<file path="config.mk">
export PLATFORM = sky130hd
export DESIGN_NAME = sec_down_timer
export DESIGN_NICKNAME = d
export VERILOG_FILES = /design/src/rtl/sec_down_timer.sv
export SDC_FILE = /design/constraint.sdc
export NUM_CORES = 1
export LEC_CHECK = 0
export ABC_AREA = 1
export CAP_MARGIN = 10
export CORE_UTILIZATION = 30
export DETAILED_ROUTE_END_ITERATION = 8
export HOLD_SLACK_MARGIN = 0.06
export SETUP_SLACK_MARGIN = 0.1
export SLEW_MARGIN = 20
export SYNTH_ARGS = -nofsm -noshare
export SYNTH_HDL_FRONTEND = slang
export SYNTH_SLANG_ARGS = --single-unit
export TNS_END_PERCENT = 5
</file>
<file path="constraint.sdc">
create_clock -name clk_6m -period 4.2 [get_ports clk_6m]
set_input_delay 1.26 -clock clk_6m [delete_from_list [all_inputs] [get_ports clk_6m]]
set_output_delay 1.26 -clock clk_6m [all_outputs]
set_load 0.01 [all_outputs]
</file>
<file path="src/rtl/sec_down_timer.sv">
// Seconds countdown timer: loads a seconds value, decrements once per
// TICKS_PER_SEC running cycles and pulses done on expiry.
// Optional feature: define SEC_DOWN_TIMER_AUTO_RELOAD_EN to restart from the
// last loaded value on every expiry instead of stopping.
module sec_down_timer #(
  parameter int unsigned TICKS_PER_SEC = 6000000,
  parameter int unsigned WIDTH         = 8
) (
  input  logic             clk_6m,
  input  logic             rst,
  input  logic             load,
  input  logic [WIDTH-1:0] load_val,
  input  logic             start,
  input  logic             stop,
  output logic [WIDTH-1:0] Q,
  output logic             running,
  output logic             done
);

  localparam int unsigned    CW      = $clog2(TICKS_PER_SEC + 1);
  localparam logic [CW-1:0]  CNT_MAX = CW'(TICKS_PER_SEC);
  localparam logic [CW-1:0]  CNT_ONE = CW'(1);
  localparam logic [WIDTH-1:0] Q_ONE = WIDTH'(1);

  typedef enum logic {
    ST_IDLE = 1'b0,
    ST_RUN  = 1'b1
  } state_t;

  state_t           state_q, state_d;
  logic [WIDTH-1:0] q_q, q_d;
  logic [CW-1:0]    cnt_q, cnt_d;
  logic             done_q, done_d;
  logic             tick;
`ifdef SEC_DOWN_TIMER_AUTO_RELOAD_EN
  logic [WIDTH-1:0] reload_q, reload_d;
`endif

  assign tick = (state_q == ST_RUN) && (cnt_q == CNT_MAX);

  always_comb begin
    state_d = state_q;
    q_d     = q_q;
    cnt_d   = cnt_q;
    done_d  = 1'b0;
`ifdef SEC_DOWN_TIMER_AUTO_RELOAD_EN
    reload_d = reload_q;
`endif
    if (load) begin
      q_d   = load_val;
      cnt_d = CNT_ONE;
`ifdef SEC_DOWN_TIMER_AUTO_RELOAD_EN
      reload_d = load_val;
`endif
      // A zero load always halts; a non-zero load only changes run state with start.
      if (start || (load_val == '0))
        state_d = (load_val != '0) ? ST_RUN : ST_IDLE;
    end else if (stop) begin
      // Prescaler is held so a later start resumes the partial second.
      state_d = ST_IDLE;
    end else if (state_q == ST_RUN) begin
      cnt_d = tick ? CNT_ONE : cnt_q + CNT_ONE;
      if (tick) begin
        if (q_q > Q_ONE) begin
          q_d = q_q - Q_ONE;
        end else begin
          done_d = 1'b1;
`ifdef SEC_DOWN_TIMER_AUTO_RELOAD_EN
          q_d     = reload_q;
          state_d = (reload_q != '0) ? ST_RUN : ST_IDLE;
`else
          q_d     = '0;
          state_d = ST_IDLE;
`endif
        end
      end
    end else if (start && (q_q != '0)) begin
      state_d = ST_RUN;
    end
  end

  always_ff @(posedge clk_6m) begin
    if (rst) begin
      state_q <= ST_IDLE;
      q_q     <= '0;
      cnt_q   <= CNT_ONE;
      done_q  <= 1'b0;
`ifdef SEC_DOWN_TIMER_AUTO_RELOAD_EN
      reload_q <= '0;
`endif
    end else begin
      state_q <= state_d;
      q_q     <= q_d;
      cnt_q   <= cnt_d;
      done_q  <= done_d;
`ifdef SEC_DOWN_TIMER_AUTO_RELOAD_EN
      reload_q <= reload_d;
`endif
    end
  end

  assign Q       = q_q;
  assign running = (state_q == ST_RUN);
  assign done    = done_q;

endmodule

</file>
==> flow_summary.yaml <==
worst_setup_path:
  r2r-end: "cnt_q[17]$_SDFFE_PP0P_"
  critPathRequiredTime_ns: 4.40
  cp-endpoint: "cnt_q[11]$_SDFFE_PP0P_"
  cp_max_fo: 12
  critPathLaunch: "load"
  cp.arrival_ns: 3.03
  start_kind: "input pin"
  r2r_setup_slack_ns: 2.17
  cp-end-kind: "register"
  worstSetupPathType: "input pin to register"
  reg2reg_depth: 9
  r2r-start: "cnt_q[0]$_SDFFE_PP1P_"
floorplan:
  die_height_um: 86.7
  start_util: 0.313
  io_pins: 23
  die_area_um2: 7520
  num_rows: 30
  core_area_um2: 6870
  die_x_um: 86.7
timing:
  slew_headroom: 0.658
  fin_crit_sh: 0.673
  setup_tns_ns: 0
  finalSetupViolations: 0
  hold_ws_ns: 0.495
  fin_crit_ns: 2.83
  fin_skew_ns: 0.00665
  rsz0062_at_grt: "false"
  max_freq_mhz: 354
  tightest_slew_ns: 0.512
  slew_viol_final: 0
  hold_violations: 0
clock_network:
  cts.sinks: 33
  cts-buffers-inserted: 5
  clock-root-buffer: "clkbuf_8"
  htreeDepth: 2
  clk_latency_ns: 0.29
  postCtsHoldBufs: 0
  clk_pin_slew_ns: 0.06
  post_cts_buffers: 0
  cts_tree: "done"
  clockBufferDepth: 2
  cts_resized: 0
yosys:
  syn_nets: 363
  synth_ff_type: "dfxtp_1"
  ys_ff_latch: 33
  netlist_area_um2: 2150
  synth_edf_count: 0
  yosysWarnings: 0
  synthCells: 345
  async_flop_share: 0
  synth_area_per_cell_um2: 6.24
  seq_area_frac_synth: 0.307
  yosys.cell_types.count: 33
global_routing:
  antenna_found_initial: 0
  grt_pass1_wl_mm: 9.29
  overflow: 0
  grt_pass1_vias: 2021
  grt_max_degree: 18
  grt_use_total: 0.160
place:
  dp.final_hpwl_mm: 4.33
  dp_cells: 459
  portBuffers: 22
  gp_congestion: 0.865
routing:
  dr.pass1.iters: 4
  num_vias: 2195
  wl_per_cell_um: 12.1
  wl_mm: 5.62
  viasPerCell: 4.72
  drt_iter0_drc: 115
  antenna_left: 0
  drc: 0
power_and_ir_drop:
  clkPwrFrac: 0.332
  comb_power_share: 0.180
  peakVddDrop_v: 0.000127
  power.share.sequential: 0.487
  switching_share: 0.293
  p_int_mw: 0.481
  power_leakage_nw: 0.963
  powerDensity_nw_per_um2: 269
  switching_power_mw: 0.199
cells_and_area:
  mostFrequentLayoutCell: "nand2_1"
  final_cells: 465
  area_growth_pct: 17.5
  nets: 388
  final_cell_mix: "nand2_1, nor2_1, dfxtp_1"
  drive_gt1_frac: 0.0678
  diodes: 0
worst_hold_path:
  hold_class: "register to register"
  whs_path_depth: 2
flow_run:
  drv_cap: 0
outcome:
  status: "completed"
-- cell usage after synthesis, drive strengths merged (2+ instances only) --
| library cell | n | share of area |
|---|---|---|
| nor3b | 4 | 0.016 |
| nand4 | 6 | 0.024 |
| a21oi | 13 | 0.030 |
| dfxtp | 33 | 0.31 |
| inv | 34 | 0.059 |
| nor3 | 6 | 0.014 |
| nand2 | 95 | 0.17 |
| clkinv | 3 | 0.0052 |
| nand3 | 27 | 0.072 |
| buf | 2 | 0.0087 |
| nand3b | 2 | 0.0070 |
| ha | 5 | 0.029 |
| clkbuf | 2 | 0.0081 |
| o21ai | 12 | 0.028 |
| nor2 | 86 | 0.16 |
| xor2 | 8 | 0.033 |
-- registers in the layout, indices dropped and copies added, names as in the netlist --
name,count
done,1
cnt_q,23
running,1
Q,8
-- stage by stage --
stage	util	power, mW	cell area, um^2	setup WS, ns
global route	0.368	0.719	2530	1.21
floorplan	-	0.414	2150	2.03
detailed placement	0.358	0.461	2460	1.09
global placement	0.358	0.461	2460	1.14
finish	0.368	0.680	2530	1.37
CTS	0.368	0.685	2530	1.38
-- layout make-up --
class / instances / area [um^2]
Clock buffer: 5 / 68.8
Clock inverter: 1 / 5.00
Fill cell: 742 / 4340
Inverter: 37 / 139
Multi-Input combinational cell: 271 / 1320
Sequential cell: 33 / 661
Tap cell: 96 / 120
Timing Repair Buffer: 22 / 220
-- worst min-delay path by stage --
| stage | startpoint | to |
|---|---|---|
| 6_report | cnt_q[19]$_SDFFE_PP0P_ | cnt_q[19]$_SDFFE_PP0P_ |
| 5_1_grt | cnt_q[1]$_SDFFE_PP0P_ | cnt_q[1]$_SDFFE_PP0P_ |
| 4_1_cts | cnt_q[19]$_SDFFE_PP0P_ | cnt_q[19]$_SDFFE_PP0P_ |
| 3_5_place_dp | cnt_q[19]$_SDFFE_PP0P_ | cnt_q[19]$_SDFFE_PP0P_ |
| 3_3_place_gp | cnt_q[21]$_SDFFE_PP0P_ | cnt_q[21]$_SDFFE_PP0P_ |
| 2_1_floorplan | cnt_q[21]$_SDFFE_PP0P_ | cnt_q[21]$_SDFFE_PP0P_ |
-- power by group through the flow --
| stage | registers [mW] | logic (mW) | clock network, mW |
|---|---|---|---|
| after floorplan | 0.339 | 0.0751 | 0 |
| after global placement | 0.339 | 0.123 | 0 |
| after detailed placement | 0.339 | 0.122 | 0 |
| after CTS | 0.332 | 0.123 | 0.230 |
| after global routing | 0.333 | 0.139 | 0.247 |
| final | 0.332 | 0.123 | 0.226 |
-- cell families (layout without fill, tap and decap cells) --
| family | count (synthesis) | after routing | share of synthesized area |
|---|---|---|---|
| xor+xnor | 9 | 9 | 0.0366 |
| simple gates | 227 | 227 | 0.469 |
| fa+ha+maj | 5 | 5 | 0.0291 |
| compound gates | 30 | 30 | 0.0767 |
| flops | 33 | 33 | 0.307 |
| buf+inv | 41 | 65 | 0.0813 |
-- per-layer routing --
layer	routed length, um	GRT usage	vias up
met5	0	0	-
met4	115	0.0455	0
met3	300	0.0486	16
met2	2510	0.265	57
met1	2690	0.200	981
li1	-	-	1141
-- critical path, cell delays in order --
cell and delay [ns]:
clkdlybuf4s50_1 0.61, nor2_1 0.45, nand2_1 0.42, nor3b_1 0.28
Note: power is estimated with default switching activity, not from simulation.
